<file path="src/rtl/fanout_fork_ctrl.sv">
// Single-word eager fork: holds one source word until every routed consumer has taken it.
// Held word is visible one cycle after capture; the source is stalled while any selected consumer is still pending.
module fanout_fork_ctrl #(
  parameter int NUM_OUT = 6,
  parameter int DATA_W  = 17,
  parameter int CNT_W   = 16
) (
  input  logic               clk,
  input  logic               rst_n,
  input  logic               flush,
  input  logic [NUM_OUT-1:0] cfg_en,
  input  logic [NUM_OUT-1:0] cfg_sel,
  input  logic               in_valid,
  input  logic [DATA_W-1:0]  in_data,
  output logic               in_ready,
  output logic [NUM_OUT-1:0] out_valid,
  output logic [DATA_W-1:0]  out_data,
  input  logic [NUM_OUT-1:0] out_ready,
  output logic               busy,
  output logic [CNT_W-1:0]   stall_cnt
);

  typedef enum logic {IDLE, BUSY} state_t;

  state_t             state;
  logic [NUM_OUT-1:0] pending;
  logic [NUM_OUT-1:0] active;
  logic [NUM_OUT-1:0] stuck;
  logic               last;
  logic               take;
  logic               stall;

  assign active = cfg_en & cfg_sel;
  // Consumers that still hold the word after this cycle.
  assign stuck  = pending & ~out_ready;

  assign busy      = (state == BUSY);
  assign last      = busy && (stuck == '0);
  assign in_ready  = rst_n && !flush && ((state == IDLE) || last);
  assign take      = in_valid && in_ready;
  assign out_valid = busy ? pending : '0;
  assign stall     = busy && (stuck != '0);

  always_ff @(posedge clk) begin
    if (!rst_n) begin
      state     <= IDLE;
      pending   <= '0;
      out_data  <= '0;
      stall_cnt <= '0;
    end else begin
      if (stall && (stall_cnt != '1))
        stall_cnt <= stall_cnt + CNT_W'(1);

      if (flush) begin
        state   <= IDLE;
        pending <= '0;
      end else begin
        case (state)
          IDLE: begin
            // A word with no route is accepted and dropped here.
            if (take && (active != '0)) begin
              out_data <= in_data;
              pending  <= active;
              state    <= BUSY;
            end
          end
          BUSY: begin
            if (last) begin
              if (take && (active != '0)) begin
                out_data <= in_data;
                pending  <= active;
              end else begin
                pending <= '0;
                state   <= IDLE;
              end
            end else begin
              pending <= stuck;
            end
          end
          default: begin
            state   <= IDLE;
            pending <= '0;
          end
        endcase
      end
    end
  end

endmodule

</file>
<file path="config.mk">
export PLATFORM = sky130hd
export DESIGN_NAME = fanout_fork_ctrl
export DESIGN_NICKNAME = d
export VERILOG_FILES = /design/src/rtl/fanout_fork_ctrl.sv
export SDC_FILE = /design/constraint.sdc
export NUM_CORES = 1
export LEC_CHECK = 0
export CORE_UTILIZATION = 40
export DETAILED_ROUTE_END_ITERATION = 12
export GPL_TIMING_DRIVEN = 0
export PLACE_DENSITY = 0.8
export SKIP_CTS_REPAIR_TIMING = 1
export SYNTH_ARGS = -nofsm -noshare
export SYNTH_HDL_FRONTEND = slang
export SYNTH_SLANG_ARGS = --single-unit
export TNS_END_PERCENT = 30
</file>
<file path="constraint.sdc">
create_clock -name clk -period 1.8 [get_ports clk]
set_clock_uncertainty 0.1 [all_clocks]
set_input_delay 0.36 -clock clk [delete_from_list [all_inputs] [get_ports clk]]
set_output_delay 0.36 -clock clk [all_outputs]
set_load 0.02 [all_outputs]
</file>
Word level (Yosys, flattened, before mapping):

Cells that the tools add are included.

* register bits: 40
* bits of input ports: 39
* logic and storage cells: 39

* add/sub/neg operators: 1
* equal/unequal tests: 3
* mux-type cells: 11
* bitwise gates (word level): 6
* reductions and logical operators: 14

Operator list (number)
* 2-to-1 mux 17 bit: 2
* one-hot mux 17 bit (2 select lines): 1
* 2-to-1 mux 6 bit: 4
* adder 16 x 1 -> 16 bit (second input constant): 1
* inequality test 16 bit (second input constant): 1
* bitwise AND 6 bit: 2
* one-hot mux 6 bit (2 select lines): 1
* nonzero test 6 bit: 2
* logical AND 1 bit: 7
* logical NOT 6 bit: 1
* inverter 6 bit: 1
* inequality test 2 x 1 -> 1 bit (second input constant): 2
* inverter 1 bit: 3
* 2-to-1 mux 1 bit: 2
* one-hot mux 1 bit (2 select lines): 1
* AND reduction 2 bit: 1
* OR reduction 2 bit: 1
* logical NOT 1 bit: 1
* logical OR 1 bit: 1

Depth between registers and ports, before layout:

* depth in word-level cells: 11
* mapped depth: 7
* mapped depth without buffers: 6

Worst setup path before layout:

Ideal clock, no wire load.

* path type: in2out
* start: in out_ready[4]
* end: out in_ready
* arrival time: 1.383 ns
* path slack: -0.043 ns
* cell stages on the path: 6
* path buffers: 2
* path through: nand2b_1 > o2111ai_2 > o21ai_2 > buf_4 > buf_2 > and2_1

* longest elaborated chain between the ends: 6

Ends and longest elaborated chain
* from (decl): line 18 `input logic [NUM_OUT-1:0] out_ready,`
* inverter 6 bit: line 35 `assign stuck = pending & ~out_ready;`
* bitwise AND 6 bit: line 35
* logical NOT 6 bit: line 38 `assign last = busy && (stuck == '0);`
* logical AND 1 bit: line 38
* logical OR 1 bit: line 39 `assign in_ready = rst_n && !flush && ((state == IDLE) || last);`
* logical AND 1 bit: line 39
* to (decl): line 15 `output logic in_ready,`

No other way between the ends.

Final worst setup path:

* start: reg pending[3]
* end: out in_ready

* longest elaborated chain between the ends: 5

Ends and longest elaborated chain
* from (decl): line 26 `logic [NUM_OUT-1:0] pending;`
* from (signal assigned): line 63 `pending <= active;`
* from (signal assigned): line 71 `pending <= active;`
* from (signal assigned): line 77 `pending <= stuck;`
* bitwise AND 6 bit: line 35
* logical NOT 6 bit: line 38
* logical AND 1 bit: line 38
* logical OR 1 bit: line 39
* logical AND 1 bit: line 39

No other way between the ends.

==> summary.txt <==
Clocking
  – Clock sink total: 40
  – Clock Path Buffers: 2
  – Reg clk slew, reported paths: 80 ps
  – Root Buffer: clkbuf_8
  – TritonCTS buffer count: 5
  – CTS tree: done
  – CTS H-tree depth: 2
  – Clk_lat worst skew: 300 ps

Synthesis
  – Post-Syn Instances: 244
  – Main flop type after synthesis: dfxtp_1
  – Post-synth top area share: 0.407
  – Mapped Nets: 284
  – Register area share after synthesis: 0.407
  – Synth unique cells: 45
  – Flops & latches, synth: 40
  – Post-Syn Area per Cell: 8.06 sq um
  – Syn Std Cell Area: 1970 sq um
  – Post-synth ARST share: 0
  – Synth area leader: dfxtp_1
  – Top post-synthesis cells by area: dfxtp_1, nand3_1, nand2_1, o21ai_0, o31ai_1
  – Warnings, synthesis: 0
  – EDFF count, synth: 0

Finish
  – Fillcell total: 363
  – Leading cell type in the layout, fill and taps excluded: clkdlybuf4s50_1
  – Final nets: 378
  – Layout Utilization: 0.673
  – Synth-to-layout area growth: 61.7%
  – Layout Cells excl Fill: 406
  – Commonest cells after routing, fill and taps aside: clkdlybuf4s50_1, nand2_1, nand3_1, dfxtp_1, dlymetal6s2s_1
  – Fraction of layout cells with a size suffix above 1: 0.192
  – N_diodes: 0
  – Design area: 3180 sq um

Route
  – Final ANT Viol Nets: 0
  – Post-Route WL: 6.31 mm
  – Via count: 2253
  – DRC: 0
  – DR WL/cell: 15.5 um
  – Starting DRT DRC Count: 150
  – Via density: 5.55
  – DRT Pass-1 Iters: 4

Worst setup path
  – Worst Path Max Fanout: 5
  – CP Capture Type: primary output
  – Worst setup path class: register to primary output
  – Worst Path Arrival: 1610 ps
  – CP required: 1340 ps
  – Setup crit start kind: register

Floorplan
  – Chip Width: 72.1 um
  – Starting density of the core: 0.416
  – Num rows: 25
  – Total Die Area: 5200 sq um
  – I/O pin count: 80
  – Core Box Area: 4720 sq um
  – Die Y: 72.1 um

Place
  – Final HPWL DP: 4.19 mm
  – Pre-CTS setup slack: -1200 ps
  – Post-placement cell count: 390
  – Placed cell areas: 2850 sq um
  – GPL Wtd Cong: 0.873
  – PortBufs: 79

STA
  – Tmin final: 2070 ps
  – Sum Neg Setup Slack: -571 ps
  – Final worst path period share: 1.15
  – Final setup vio count: 9
  – RSZ-0062 raised after global routing: yes
  – Worst hold slack: 290 ps
  – Peak Freq: 0.484 GHz
  – Slew Limit Fails: 0
  – Hold violation total from the final report: 0
  – Worst slew pin tran: 525 ps
  – Final WS setup: -266 ps
  – Slew HR: 0.647

Run status
  – Failing checks: negative setup slack
  – Outcome: finished, violations left

Global route
  – Largest net degree at the start of global routing: 15
  – Vias in the first global route: 2002
  – Total gr overflow: 0
  – Initial antenna violation count: 0
  – Total GRT Usage: 0.229
  – First-pass GRT wire length: 9.36 mm

Flow run
  – Maxcap violations: 0

Min path
  – Min-Delay Path Class: input port to register

Pwr
  – Total power: 1.81 mW
  – PD cells: 568 nW/um^2
  – Leak: 1.38 nW
  – Peak supply drop: 410 uV
==> per-layer routing <==
| metal | up-vias | wire length, um | global-route usage |
|---|---|---|---|
| met5 | - | 0 | 0 |
| met4 | 0 | 149 | 0.102 |
| met3 | 10 | 392 | 0.0569 |
| met2 | 90 | 3000 | 0.359 |
| met1 | 1072 | 2770 | 0.296 |
| li1 | 1081 | - | - |
==> power by group <==
part	switching (mW)	internal (mW)	total, mW
Clock	0.346	0.274	0.621
Combinational	0.118	0.147	0.265
Sequential	0.0147	0.907	0.922
==> path summary, 6_finish.rpt <==
check | start | end | slack [ps] | cells after the start
setup / recovery | pending[3] | in_ready | -270 | 7
hold / removal | out_ready[4] | pending[4] | 290 | 4
setup reg to reg | pending[1] | stall_cnt[11] | -110 | 7
hold reg to reg | out_data[2] | out_data[2] | 360 | 2
==> state kept, by name, indices dropped and copies added, names as in the netlist <==
name / count
out_data: 17
busy: 1
pending: 6
stall_cnt: 16
==> logic make-up after synthesis <==
logic type / count (synthesis) / share of synthesized area
buffers and inverters: 21 / 0.0509
adders and majority gates: 1 / 0.00636
and+or+nand+nor: 120 / 0.328
DFF: 40 / 0.407
AOI/OAI and AO/OA: 58 / 0.188
muxes: 4 / 0.0204
==> Yosys cell counts (2+ instances only) <==
| cell | count |
|---|---|
| o41ai_1 | 3 |
| o311ai_0 | 2 |
| clkbuf_2 | 2 |
| buf_2 | 3 |
| mux2i_1 | 4 |
| nand4_1 | 7 |
| dfxtp_1 | 40 |
| o22ai_1 | 2 |
| nand2_1 | 38 |
| a22oi_1 | 2 |
| nand3_1 | 30 |
| inv_1 | 6 |
| o21ai_0 | 22 |
| clkbuf_1 | 6 |
| or4_1 | 8 |
| and2_1 | 6 |
| nor2_1 | 6 |
| buf_4 | 2 |
| nand2b_1 | 9 |
| nor4_1 | 3 |
| a21oi_1 | 11 |
| o31ai_1 | 9 |
==> critical path: stages (launching register included) <==
cell       delay, ps
dfxtp_1          350
nand2b_4          90
o2111ai_4        150
o21ai_4          230
buf_6            150
buf_8            100
and2_4           130
buf_6            110
==> cell type report <==
type                    count  area, sq um  share of cell area
plain buffers              14          111              0.0350
flip-flops and latches     40          820               0.258
clock buffers               5         68.8              0.0216
multi-input cells         183         1160               0.364
repair buffers             87          890               0.280
well taps                  67         83.8              0.0264
inverters                   7         26.3             0.00826
clock inverters             3         23.8             0.00747
Note: power is estimated with default switching activity, not from simulation.
